`src/rtl/pwm_pkg.sv`:
```
// Shared definitions for the PWM fade controller: state encoding, default prescaler
// and the per-tick level approach rule.
package pwm_pkg;

  typedef enum logic [1:0] {
    IDLE = 2'd0,
    RAMP = 2'd1,
    DONE = 2'd2
  } fade_state_t;

  // 255 makes one level update per 256-cycle (8-bit) PWM period.
  localparam int unsigned PRESC_DEFAULT = 255;

  function automatic logic [7:0] step_norm(input logic [7:0] s);
    return (s == 8'd0) ? 8'd1 : s;
  endfunction

  // Moves lvl toward tgt by stp, landing exactly on tgt when closer than one step.
  function automatic logic [7:0] step_toward(input logic [7:0] lvl,
                                             input logic [7:0] tgt,
                                             input logic [7:0] stp);
    logic [7:0] res;
    res = lvl;
    if (lvl < tgt) begin
      res = ((tgt - lvl) <= stp) ? tgt : lvl + stp;
    end else if (lvl > tgt) begin
      res = ((lvl - tgt) <= stp) ? tgt : lvl - stp;
    end
    return res;
  endfunction

endpackage

```
`src/rtl/pwm_gamma_lut.sv`:
```
// Perceptual (gamma ~2) duty table, 256 entries: round(i*i/255); only built with
// PWM_FADE_GAMMA_EN so the default build carries no unused module.
`ifdef PWM_FADE_GAMMA_EN
module pwm_gamma_lut (
  input  logic [7:0] idx,
  output logic [7:0] val
);

  logic [15:0] sq;
  logic [15:0] scaled;

  assign sq     = {8'd0, idx} * {8'd0, idx};
  assign scaled = (sq + 16'd127) / 16'd255;
  assign val    = scaled[7:0];

endmodule
`endif

```
`src/rtl/pwm_fade_ctrl.sv`:
```
// Fades a registered PWM duty word toward a target level, one step every PRESC+1 cycles.
// Define PWM_FADE_GAMMA_EN to map the level through pwm_gamma_lut before it reaches duty.
module pwm_fade_ctrl
  import pwm_pkg::*;
#(
  parameter int unsigned PRESC = PRESC_DEFAULT
) (
  input  logic       clk,
  input  logic       rst_n,
  input  logic       start,
  input  logic [7:0] target,
  input  logic [7:0] step,
  output logic [7:0] duty,
  output logic       busy,
  output logic       done
);

  localparam int unsigned CW = (PRESC > 0) ? $clog2(PRESC + 1) : 1;

  fade_state_t   state, state_nxt;
  logic [7:0]    level, level_nxt;
  logic [7:0]    tgt, tgt_nxt;
  logic [7:0]    stp, stp_nxt;
  logic [7:0]    duty_map;
  logic [CW-1:0] cnt, cnt_nxt;
  logic          tick;

  assign tick = (state == RAMP) && (cnt == CW'(PRESC));

  always_comb begin
    state_nxt = state;
    level_nxt = level;
    tgt_nxt   = tgt;
    stp_nxt   = stp;
    cnt_nxt   = cnt;
    case (state)
      RAMP: begin
        cnt_nxt = tick ? '0 : cnt + CW'(1);
        if (tick) begin
          level_nxt = step_toward(level, tgt, stp);
        end
        // A new request mid-fade replaces the goal and suppresses completion this cycle.
        if (start) begin
          tgt_nxt = target;
          stp_nxt = step_norm(step);
        end else if (level == tgt) begin
          state_nxt = DONE;
        end
      end
      default: begin
        state_nxt = IDLE;
        if (start) begin
          tgt_nxt   = target;
          stp_nxt   = step_norm(step);
          cnt_nxt   = '0;
          state_nxt = RAMP;
        end
      end
    endcase
  end

`ifdef PWM_FADE_GAMMA_EN
  pwm_gamma_lut u_gamma (
    .idx (level_nxt),
    .val (duty_map)
  );
`else
  assign duty_map = level_nxt;
`endif

  // duty is loaded from the next level so it changes on the same edge as level.
  always_ff @(posedge clk or negedge rst_n) begin
    if (!rst_n) begin
      state <= IDLE;
      level <= 8'd0;
      tgt   <= 8'd0;
      stp   <= 8'd0;
      cnt   <= '0;
      duty  <= 8'd0;
    end else begin
      state <= state_nxt;
      level <= level_nxt;
      tgt   <= tgt_nxt;
      stp   <= stp_nxt;
      cnt   <= cnt_nxt;
      duty  <= duty_map;
    end
  end

  assign busy = (state == RAMP);
  assign done = (state == DONE);

endmodule

```
`config.mk`:
```
export PLATFORM = sky130hd
export DESIGN_NAME = pwm_fade_ctrl
export DESIGN_NICKNAME = d
export VERILOG_FILES = /design/src/rtl/pwm_pkg.sv /design/src/rtl/pwm_gamma_lut.sv /design/src/rtl/pwm_fade_ctrl.sv
export SDC_FILE = /design/constraint.sdc
export NUM_CORES = 1
export LEC_CHECK = 0
export BUFFER_PORTS_ARGS = -buffer_cell sky130_fd_sc_hd__buf_2
export CORE_MARGIN = 3
export CORE_UTILIZATION = 55
export DETAILED_ROUTE_END_ITERATION = 6
export PLACE_DENSITY = 0.78
export SLEW_MARGIN = 20
export SYNTH_ARGS = -nofsm -noshare
export SYNTH_HDL_FRONTEND = slang
export SYNTH_HIERARCHICAL = 1
export SYNTH_SLANG_ARGS = --single-unit
export TNS_END_PERCENT = 20
```
`constraint.sdc`:
```
create_clock -name clk -period 3 [get_ports clk]
set_clock_uncertainty 0.15 [all_clocks]
set_input_delay 0.15 -clock clk [delete_from_list [all_inputs] [get_ports clk]]
set_output_delay 0.15 -clock clk [all_outputs]
set_load 0.1 [all_outputs]
```
==> results.json <==
{
  "cts_sinks": 34,
  "place_inst": 502,
  "nets": 525,
  "finalHoldViolations": 0,
  "worstMarginPinSlew_ns": 0.793,
  "routed_wl_um": 8790,
  "p_total_mw": 1.97,
  "rows": 26,
  "synth_cell_type_count": 56,
  "antenna_found_initial": 0,
  "critPathMaxFanout": 5,
  "tritoncts": "done",
  "fin_ws_ns": -0.443,
  "grt_max_degree": 37,
  "syn-num-nets": 435,
  "route.detailed.wl_per_inst_um": 16.6,
  "die-area_um2": 6590,
  "num_vias": 2969,
  "fin_crit_ns": 3.44,
  "leakagePower_nw": 1.94,
  "nFillCells": 358,
  "synth.yosys.warnings": 6,
  "max_stage_delay_ns": 0.51,
  "yosys_register_bits": 34,
  "peakVddDrop_mv": 0.418,
  "violations": "setup timing",
  "syn-cell-area_um2": 3110,
  "fin_area_um2": 4060,
  "cts_root_buf": "clkbuf_8",
  "min_path_type": "in2reg",
  "timing.slew.headroom_pct": 47.2,
  "rsz0062_at_grt": "true",
  "synthToLayoutAreaGrowth_pct": 30.7,
  "finalNonFillerCells": 528,
  "rrSetupSlack_ns": -0.44,
  "clock_latency_ns": 0.29,
  "place_area_um2": 3760,
  "layout-drive-gt1-share_pct": 26.4,
  "route.detailed.drc": 0,
  "start_util_pct": 59.0,
  "setup_tns_ns": -3.23,
  "path_cells": "inv_4 > ha_4 > inv_2 > fa_2 > nand3_2 > and2_4 > o21bai_1 > a21oi_1 > xnor2_1 > ha_1 > nand4_1 > buf_4 > o22ai_4 > buf_6 > mux2i_1 > o2bb2ai_1 > a32oi_1",
  "synth_cells": 367,
  "critical_path_arrival_ns": 3.45,
  "outcome": "finished, violations left",
  "clkTransAtPathRegs_ns": 0.07,
  "gp_congestion": 0.980,
  "io_pins": 29,
  "grt_usage_pct": 29.4,
  "grt_pass1_vias": 3096,
  "overflow": 0,
  "cp.required_ns": 3.00,
  "critPathLaunchType": "flip-flop",
  "clock_path_buffers": 2,
  "critPathBufInv": 4,
  "antenna_cells": 0,
  "async_reset_ff_share_pct": 100,
  "drt-pass1-iter-count": 4,
  "critPathKind": "reg2reg",
  "numCtsBuffers": 5,
  "htree_levels": 2,
  "critPathTopFamily": "adder cells",
  "io_buffers": 28,
  "p_per_area_nw_per_um2": 485,
  "grt_pass1_wl_um": 14700,
  "drv_cap": 0,
  "ys.flop_type": "dfrtp_1",
  "ys_seq_area_share_pct": 27.4,
  "finalMaxSlewViolations": 0,
  "core-area_um2": 5270,
  "fp.dieH_um": 81.2,
  "dp_hpwl_um": 6660,
  "synth_edf_count": 0,
  "clock.fmax_ghz": 0.290,
  "ant_nets": 0,
  "finalSetupViolations": 8,
  "drtIter0Drc": 175,
  "cp-end-kind": "flip-flop",
  "slowest_stage": "dfrtp_4",
  "post-route-period-util_pct": 115,
  "avgSynthCellArea_um2": 8.47,
  "fp.dieW_um": 81.2,
  "vias_per_cell": 5.62
}
## state kept, by name, indices dropped and copies added (netlist names)
signal,cells
level,8
tgt,8
cnt,8
stp,8
state,2
## layer usage
| metal | vias up | wire length (um) | GRT usage, % |
|---|---|---|---|
| met5 | - | 0 | 0 |
| met4 | 0 | 120 | 7.77 |
| met3 | 15 | 491 | 4.99 |
| met2 | 94 | 4470 | 52.6 |
| met1 | 1408 | 3710 | 36.5 |
| li1 | 1452 | - | - |
## timing repair
action | in CTS | in global routing
gates resized for setup | 9 | 0
endpoints found under the hold margin | 50 | 0
buffers inserted | 1 | 0
setup endpoints to repair | 8 | 8
pin swaps | 8 | 0
hold buffers | 17 | 0
## cell type report
| cell class | instances | area (um^2) | area share, % |
|---|---|---|---|
| Clock inverter | 1 | 5.00 | 0.123 |
| Timing Repair Buffer | 94 | 682 | 16.8 |
| Sequential cell | 34 | 875 | 21.5 |
| Clock buffer | 7 | 86.3 | 2.13 |
| Tap cell | 70 | 87.6 | 2.16 |
| Multi-Input combinational cell | 284 | 2180 | 53.6 |
| Inverter | 38 | 148 | 3.64 |
## cells in the final DEF (no fill, tap or decap), types with 3 or more instances in the layout
master         count
dfrtp_4            6
inv_1             33
nand2_1           33
clkbuf_8           6
dfrtp_1           27
o211ai_1           3
o21ai_0           33
nor2_1            22
a21o_1             3
o21ai_1            3
xor2_1             8
dlygate4sd3_1     17
mux2i_1            5
and3_1             4
xnor2_1           14
nor2b_1            8
ha_1              41
buf_4             48
nand2b_1           5
a21oi_2            4
nor3_1             5
nand4_1            7
nand3_1            5
buf_2             28
ha_4               4
a21oi_1           26
o21bai_1           7
## cells in the mapped netlist (2+ instances only)
library cell / number / area share [%]
a21o_1: 3 / 0.72
or2_2: 2 / 0.40
clkbuf_1: 7 / 0.85
nand3b_1: 2 / 0.48
a21boi_0: 2 / 0.48
ha_1: 45 / 18
inv_1: 36 / 4.3
nand2_1: 33 / 4.0
mux2i_1: 5 / 1.6
and2_1: 2 / 0.40
nor2b_1: 9 / 1.8
xor2_1: 8 / 2.3
o2bb2ai_1: 2 / 0.56
nor2_1: 24 / 2.9
xnor2_1: 14 / 3.9
nand3_1: 6 / 0.97
nor3_1: 5 / 0.81
nand4_1: 7 / 1.4
and3_1: 4 / 0.81
buf_2: 3 / 0.48
o21ai_0: 35 / 5.6
fa_1: 4 / 2.6
nand2b_1: 5 / 1.0
mux2_4: 2 / 0.97
o211ai_1: 3 / 0.72
o21bai_1: 7 / 1.7
a21oi_1: 29 / 4.7
nor4_1: 2 / 0.40
dfrtp_1: 34 / 27
## final timing paths
path | startpoint | to | cells after the start
hold / removal | start | tgt[5] | 3
setup / recovery | level[0] | level[3] | 17
max in group asynchronous | rst_n | level[4] | 2
hold reg to reg | cnt[3] | cnt[3] | 1
min in group asynchronous | rst_n | level[2] | 2
setup reg to reg | level[0] | level[3] | 17
## worst register-to-register path: stages, from the launching register on
cell       delay [ns]
dfrtp_4          0.51
inv_4            0.08
ha_4             0.12
inv_2            0.04
fa_2             0.37
nand3_2          0.09
and2_4           0.15
o21bai_1         0.06
a21oi_1          0.17
xnor2_1          0.10
ha_1             0.30
nand4_1          0.13
buf_4            0.18
o22ai_4          0.25
buf_6            0.17
mux2i_1          0.19
o2bb2ai_1        0.13
a32oi_1          0.11
## per-stage QoR
stage,hold WS (ns),worst slack [ns],util [%]
floorplan,-0.296,-0.377,-
global placement,0.111,-0.325,71.3
detailed placement,0.119,-0.445,71.3
CTS,0.221,-0.411,77.1
global route,0.272,-0.593,77.1
finish,0.238,-0.443,77.1
## where the power goes
group | internal [mW] | switching [mW] | leakage (nW)
registers | 0.536 | 0.0693 | 0.412
clock network | 0.185 | 0.165 | 0.0482
logic | 0.453 | 0.562 | 1.48
## kinds of logic (layout without fill, tap and decap cells)
logic type,after synthesis,count (layout),synth area share (%)
AND/OR/NAND/NOR,104,104,16.1
multiplexers,7,7,2.58
buffers and inverters,49,140,6.28
XOR/XNOR,22,22,6.20
AO/OA/AOI/OAI,102,102,20.7
flip-flops,34,34,27.4
adder cells (fa/ha/maj),49,49,20.7
(Power assumes the default switching activity.)
